==> config.mk <==
export PLATFORM = sky130hd
export DESIGN_NAME = mem_arbiter_flat
export DESIGN_NICKNAME = d
export VERILOG_FILES = /design/src/rtl/mem_arbiter_if.sv /design/src/rtl/mem_arbiter.sv /design/src/flat_wrapper.sv
export SDC_FILE = /design/constraint.sdc
export NUM_CORES = 1
export LEC_CHECK = 0
export ABC_AREA = 1
export CELL_PAD_IN_SITES_DETAIL_PLACEMENT = 1
export CELL_PAD_IN_SITES_GLOBAL_PLACEMENT = 1
export CORE_MARGIN = 4
export CORE_UTILIZATION = 11
export DETAILED_ROUTE_END_ITERATION = 7
export MAX_ROUTING_LAYER = met4
export PLACE_DENSITY = 0.78
export RECOVER_POWER = 50
export SLEW_MARGIN = 30
export SYNTH_ARGS = -nofsm -noshare
export SYNTH_HDL_FRONTEND = slang
export SYNTH_SLANG_ARGS = --single-unit
==> constraint.sdc <==
create_clock -name clk -period 2.3 [get_ports clk]
set_clock_uncertainty 0.05 [all_clocks]
set_input_delay 0.69 -clock clk [delete_from_list [all_inputs] [get_ports clk]]
set_output_delay 0.69 -clock clk [all_outputs]
set_load 0.05 [all_outputs]
==> src/rtl/mem_arbiter_if.sv <==
// One picorv32-style memory port: request side (valid/instr/addr/wdata/wstrb) plus response (ready/rdata).
// The master modport issues requests; the slave modport answers them.
interface mem_arbiter_if;
    logic        valid;
    logic        instr;
    logic [31:0] addr;
    logic [31:0] wdata;
    logic [3:0]  wstrb;
    logic        ready;
    logic [31:0] rdata;

    modport master (
        output valid, instr, addr, wdata, wstrb,
        input  ready, rdata
    );

    modport slave (
        input  valid, instr, addr, wdata, wstrb,
        output ready, rdata
    );
endinterface

==> src/rtl/mem_arbiter.sv <==
// Round-robin arbiter for two masters on one memory port. s_valid rises one cycle after a request; grant held until s_ready,
// master drop-out or watchdog expiry; one idle cycle between transfers. A stalled slave is cut off after TIMEOUT busy cycles.
module mem_arbiter #(
    parameter int          TIMEOUT  = 256,
    parameter logic [31:0] ERR_DATA = 32'hDEADBEEF
) (
    input  logic               clk,
    input  logic               rst,
    mem_arbiter_if.slave       m0,
    mem_arbiter_if.slave       m1,
    mem_arbiter_if.master      s,
    output logic               timeout_err
);

    localparam int WD_W = (TIMEOUT > 2) ? $clog2(TIMEOUT) : 1;
    localparam logic [WD_W-1:0] WD_LAST = (TIMEOUT > 0) ? WD_W'(TIMEOUT - 1) : '0;

    typedef enum logic [1:0] {
        IDLE  = 2'd0,
        BUSY0 = 2'd1,
        BUSY1 = 2'd2
    } state_t;

    state_t          state_q, state_d;
    logic            last_grant_q, last_grant_d;
    logic [WD_W-1:0] wd_q, wd_d;

    logic            gnt;
    logic            g_valid;
    logic            g_instr;
    logic [31:0]     g_addr;
    logic [31:0]     g_wdata;
    logic [3:0]      g_wstrb;
    logic            wd_expire;

    always_ff @(posedge clk) begin
        if (rst) begin
            state_q      <= IDLE;
            last_grant_q <= 1'b1;
            wd_q         <= '0;
        end else begin
            state_q      <= state_d;
            last_grant_q <= last_grant_d;
            wd_q         <= wd_d;
        end
    end

    // Request mux toward the memory follows whichever master owns the port.
    assign gnt     = (state_q == BUSY1);
    assign g_valid = gnt ? m1.valid : m0.valid;
    assign g_instr = gnt ? m1.instr : m0.instr;
    assign g_addr  = gnt ? m1.addr  : m0.addr;
    assign g_wdata = gnt ? m1.wdata : m0.wdata;
    assign g_wstrb = gnt ? m1.wstrb : m0.wstrb;

    assign wd_expire = (TIMEOUT != 0) && (state_q != IDLE) && (wd_q == WD_LAST);

    always_comb begin
        state_d      = state_q;
        last_grant_d = last_grant_q;
        wd_d         = '0;
        s.valid      = 1'b0;
        s.instr      = 1'b0;
        s.addr       = '0;
        s.wdata      = '0;
        s.wstrb      = '0;
        m0.ready     = 1'b0;
        m1.ready     = 1'b0;
        m0.rdata     = s.rdata;
        m1.rdata     = s.rdata;
        timeout_err  = 1'b0;

        case (state_q)
            IDLE: begin
                if (m0.valid && m1.valid) begin
                    state_d = last_grant_q ? BUSY0 : BUSY1;
                end else if (m0.valid) begin
                    state_d = BUSY0;
                end else if (m1.valid) begin
                    state_d = BUSY1;
                end
            end

            BUSY0, BUSY1: begin
                s.instr = g_instr;
                s.addr  = g_addr;
                s.wdata = g_wdata;
                s.wstrb = g_wstrb;
                s.valid = g_valid && !(wd_expire && !s.ready);

                if (!g_valid) begin
                    // Master abandoned its request: release without a response.
                    state_d = IDLE;
                end else if (s.ready || wd_expire) begin
                    state_d      = IDLE;
                    last_grant_d = gnt;
                    if (gnt) begin
                        m1.ready = 1'b1;
                    end else begin
                        m0.ready = 1'b1;
                    end
                    if (!s.ready) begin
                        timeout_err = 1'b1;
                        if (gnt) begin
                            m1.rdata = ERR_DATA;
                        end else begin
                            m0.rdata = ERR_DATA;
                        end
                    end
                end else begin
                    wd_d = wd_q + 1'b1;
                end
            end

            default: begin
                state_d = IDLE;
            end
        endcase
    end

endmodule

==> src/flat_wrapper.sv <==
// flat-port wrapper written by rule: the top's interface ports become plain ports
module mem_arbiter_flat 
#(
    parameter int          TIMEOUT  = 256,
    parameter logic [31:0] ERR_DATA = 32'hDEADBEEF
)
  (clk, rst, timeout_err, m0_valid, m0_instr, m0_addr, m0_wdata, m0_wstrb, m0_ready, m0_rdata, m1_valid, m1_instr, m1_addr, m1_wdata, m1_wstrb, m1_ready, m1_rdata, s_valid, s_instr, s_addr, s_wdata, s_wstrb, s_ready, s_rdata);
  mem_arbiter_if m0_i ();
  mem_arbiter_if m1_i ();
  mem_arbiter_if s_i ();
  input  logic clk;
  input  logic rst;
  output logic timeout_err;
  input wire logic [$bits(m0_i.valid)-1:0] m0_valid;
  input wire logic [$bits(m0_i.instr)-1:0] m0_instr;
  input wire logic [$bits(m0_i.addr)-1:0] m0_addr;
  input wire logic [$bits(m0_i.wdata)-1:0] m0_wdata;
  input wire logic [$bits(m0_i.wstrb)-1:0] m0_wstrb;
  output wire logic [$bits(m0_i.ready)-1:0] m0_ready;
  output wire logic [$bits(m0_i.rdata)-1:0] m0_rdata;
  input wire logic [$bits(m1_i.valid)-1:0] m1_valid;
  input wire logic [$bits(m1_i.instr)-1:0] m1_instr;
  input wire logic [$bits(m1_i.addr)-1:0] m1_addr;
  input wire logic [$bits(m1_i.wdata)-1:0] m1_wdata;
  input wire logic [$bits(m1_i.wstrb)-1:0] m1_wstrb;
  output wire logic [$bits(m1_i.ready)-1:0] m1_ready;
  output wire logic [$bits(m1_i.rdata)-1:0] m1_rdata;
  output wire logic [$bits(s_i.valid)-1:0] s_valid;
  output wire logic [$bits(s_i.instr)-1:0] s_instr;
  output wire logic [$bits(s_i.addr)-1:0] s_addr;
  output wire logic [$bits(s_i.wdata)-1:0] s_wdata;
  output wire logic [$bits(s_i.wstrb)-1:0] s_wstrb;
  input wire logic [$bits(s_i.ready)-1:0] s_ready;
  input wire logic [$bits(s_i.rdata)-1:0] s_rdata;
  assign m0_i.valid = m0_valid;
  assign m0_i.instr = m0_instr;
  assign m0_i.addr = m0_addr;
  assign m0_i.wdata = m0_wdata;
  assign m0_i.wstrb = m0_wstrb;
  assign m0_ready = m0_i.ready;
  assign m0_rdata = m0_i.rdata;
  assign m1_i.valid = m1_valid;
  assign m1_i.instr = m1_instr;
  assign m1_i.addr = m1_addr;
  assign m1_i.wdata = m1_wdata;
  assign m1_i.wstrb = m1_wstrb;
  assign m1_ready = m1_i.ready;
  assign m1_rdata = m1_i.rdata;
  assign s_valid = s_i.valid;
  assign s_instr = s_i.instr;
  assign s_addr = s_i.addr;
  assign s_wdata = s_i.wdata;
  assign s_wstrb = s_i.wstrb;
  assign s_i.ready = s_ready;
  assign s_i.rdata = s_rdata;
  mem_arbiter #(.TIMEOUT(TIMEOUT), .ERR_DATA(ERR_DATA)) u_core (.clk(clk), .rst(rst), .m0(m0_i), .m1(m1_i), .s(s_i), .timeout_err(timeout_err));
endmodule
==> PnR_summary.wiki <==
{| class="wikitable"
! Metric !! Value
|-
| Outcome || finished, violations left
|-
| Violated checks || setup timing
|-
| Drt first pass iters || 4
|-
| Kind of critical path || reg -> out
|-
| Mapped Nets || 456
|-
| Number of synthesized register bits || 11
|-
| Fmax || a little under 400 MHz
|-
| Average wire per standard cell || approximately 23 um
|-
| Top cell type by total area after synthesis || a22o_1
|-
| Die width || 135 um
|-
| Yosys warnings || 0
|-
| Post-route clock period utilization || 113%
|-
| DR vias/cell || 4.28
|-
| Num Clock Sinks || 11
|-
| Total of fill cells in the finished design || 1550
|-
| Total number of vias || 3745
|-
| Antenna-violating nets left || 0
|-
| Required time of the critical path || 1.56 ns
|-
| CTS tree || done
|-
| Max cap viols || 0
|-
| Leakage Power || just under 0.004 uW
|-
| Placed wire-length estimate after detailed placement || about 14000 um
|-
| Most frequent cells after synthesis || 82 x nand2_1, 69 x a22o_1, 51 x inv_1
|-
| Clock slew seen by the registers of the worst setup and hold paths || 0.04 ns
|-
| Biggest fanout along the worst timing path || 8
|-
| Maximum clock insertion buffer count || 2
|-
| Die area || 18100 um^2
|-
| Share of synthesized area occupied by flip-flops and latches || 12.5%
|-
| Post-route DRC || 0
|-
| Count of mapped cells out of synthesis || 278
|-
| RD Place Congestion || 0.828
|-
| Number of top-level pins || ~310
|-
| Proportion of netlist area held by the largest area contributor || 34.2%
|-
| Tmin final || about 2.6 ns
|-
| Ratio of cells with drive above 1 in the final layout || 60.9%
|-
| Post-layout nets || 837
|-
| Initial Utilization || 11.2%
|-
| Placeable core area || 15800 um^2
|-
| Top cells by area in the synthesized netlist || a22o_1 34%, nand2_1 17%, dfxtp_1 12%, inv_1 11%, nor2_1 2.6%
|-
| Number of port buffers || 311
|-
| Asr flop ratio synth || 0%
|-
| Congestion Overflow GR || 0
|-
| Maximum number of pins on one net before global-route repair || 21
|-
| Vias in the first global route || 4143
|-
| TritonCTS Buffers || 3
|-
| Vertical die dimension || 135 um
|-
| Clock tree root buffer cell || clkbuf_16
|-
| Post-CTS Hold Fix Bufs || 0
|-
| Synth Flop Type || dfxtp_1
|-
| Crit path capture type || output pin
|-
| Number of placement rows || 46
|-
| Final worst slack || -0.296 ns
|-
| Number of flops mapped to enable cells by yosys || 0
|-
| Tightest hold margin || 0.432 ns
|-
| RSZ-0062 raised after global routing || yes
|-
| Final setup vio count || between 100 and 150
|-
| Combined area of all synthesized cells || about 1800 um^2
|-
| Post-synthesis area per instance || approximately 6.4 um^2
|-
| Number of pins exceeding their max-slew limit in the final report || 0
|-
| CP startpoint kind || register
|-
| Dominant cell by count in the synthesized netlist || nand2_1
|-
| VDD IR max || 0.000539 V
|-
| Wire length of the first global-routing pass || 25500 um
|-
| H-Tree Depth || 1
|-
| Min-Delay Path Class || reg -> reg
|-
| Total detailed-routing wirelength || 20100 um
|-
| Power per cell area || 762 nW/um^2
|-
| Overall fraction of global-route tracks in use || 18.9%
|-
| Initial antenna violation count || 1
|-
| Tot Pwr || about 6600 uW
|-
| Critical Path AT || 1.86 ns
|-
| Final cell count without fillers || 876
|-
| Total area of sequential cells || around 230 um^2
|-
| Total instance count after detailed placement || 829
|-
| Starting DRT DRC Count || 76
|-
| Number of hold violations in the final report || 0
|-
| Combined area of the multi-input logic cells || approximately 2300 um^2
|-
| Growth of design area from synthesis to finish || 388%
|-
| Slew margin rel. || 75.8%
|-
| Clock latency on the worst-skew pair || 0.24 ns
|-
| Transition time at the pin with the least slew margin || 0.362 ns
|-
| Setup TNS || -32.73 ns
|-
| Count of unique library cells instantiated by Yosys || 28
|}
-- state kept, by name, indices dropped and copies added (netlist names) --
signal               cells
u_core.wd_q              8
u_core.last_grant_q      1
u_core.state_q           2
-- critical path: stages, from the launching register on --
cell       delay (ns)
dfxtp_2          0.31
buf_4            0.14
ha_4             0.17
nand2_4          0.08
inv_8            0.04
buf_16           0.15
buf_12           0.15
clkbuf_16        0.15
a22o_4           0.25
buf_12           0.15
-- metal layers --
metal / up-vias / track usage, % / wire length (um)
met5: - / - / 0
li1: 1719 / - / -
met3: 35 / 2.94 / 1080
met1: 1815 / 20.2 / 7220
met2: 176 / 36.5 / 11300
met4: 0 / 3.85 / 562
-- metrics by stage --
step	instance area [um^2]	util, %	setup slack [ns]
3_3_place_gp	6810	43.0	-0.500
4_1_cts	7760	49.1	-0.328
2_1_floorplan	1960	-	-0.147
6_report	8610	54.4	-0.296
3_5_place_dp	6810	43.0	-0.532
5_1_grt	8610	54.4	-0.370
-- kinds of logic (layout without fill, tap and decap cells) --
family / after synthesis / after routing / synth area share [%]
buffers and inverters: 72 / 449 / 17.3
and+or+nand+nor: 112 / 115 / 29.8
other: 0 / 2 / 0
AOI/OAI and AO/OA: 76 / 76 / 36.4
DFF: 11 / 11 / 12.5
xor gates and xnor gates: 4 / 4 / 1.98
adders and majority gates: 3 / 3 / 2.13
-- final timing paths --
kind / cells past startpoint / to / from / slack [ns]
max: 9 / s_addr[1] / u_core.state_q[1]$_SDFFE_PP0P_ / -0.30
min: 2 / u_core.wd_q[7]$_SDFF_PP0_ / u_core.wd_q[7]$_SDFF_PP0_ / 0.43
max reg2reg: 12 / u_core.wd_q[3]$_SDFF_PP0_ / u_core.state_q[0]$_SDFFE_PP0P_ / 0.15
min reg2reg: 2 / u_core.wd_q[7]$_SDFF_PP0_ / u_core.wd_q[7]$_SDFF_PP0_ / 0.43
-- final cells by class --
class / instances / area share (%)
timing repair buffer: 393 / 63.7
multi-input combinational: 198 / 27.2
tap: 216 / 3.14
sequential: 11 / 2.61
inverter: 52 / 2.41
clock buffer: 4 / 0.915
antenna: 2 / 0.0581
-- placed cells by master, fill, tap and decap left out, types with 2 or more instances in the layout --
cell               n
nand3_1            5
buf_4             30
xnor2_1            2
a21oi_1            3
inv_4              2
diode_2            2
a22o_4            68
nand2_2           26
nor2_1            11
dfxtp_2            4
buf_8             12
inv_2             17
dlygate4sd2_1      2
nand2_4           41
nand4_1            2
nor2_4             2
clkdlybuf4s50_1  171
clkbuf_16          9
buf_16             6
a21oi_4            2
inv_1             32
buf_12           133
buf_6             32
ha_4               3
nand2_1           16
nand3_4            7
xor2_1             2
dfxtp_1            7
-- what timing repair did --
item,CTS,global route
buffers inserted,10,16
cloned,11,8
endpoints found under the setup margin,137,137
pin swaps,20,69
resized for setup,133,109
-- where the power goes --
part	total (uW)	switching (uW)	internal, uW
Combinational	6030	2910	3120
Clock	316	83.8	232
Sequential	215	9.84	205
Note: power is estimated with default switching activity, not from simulation.
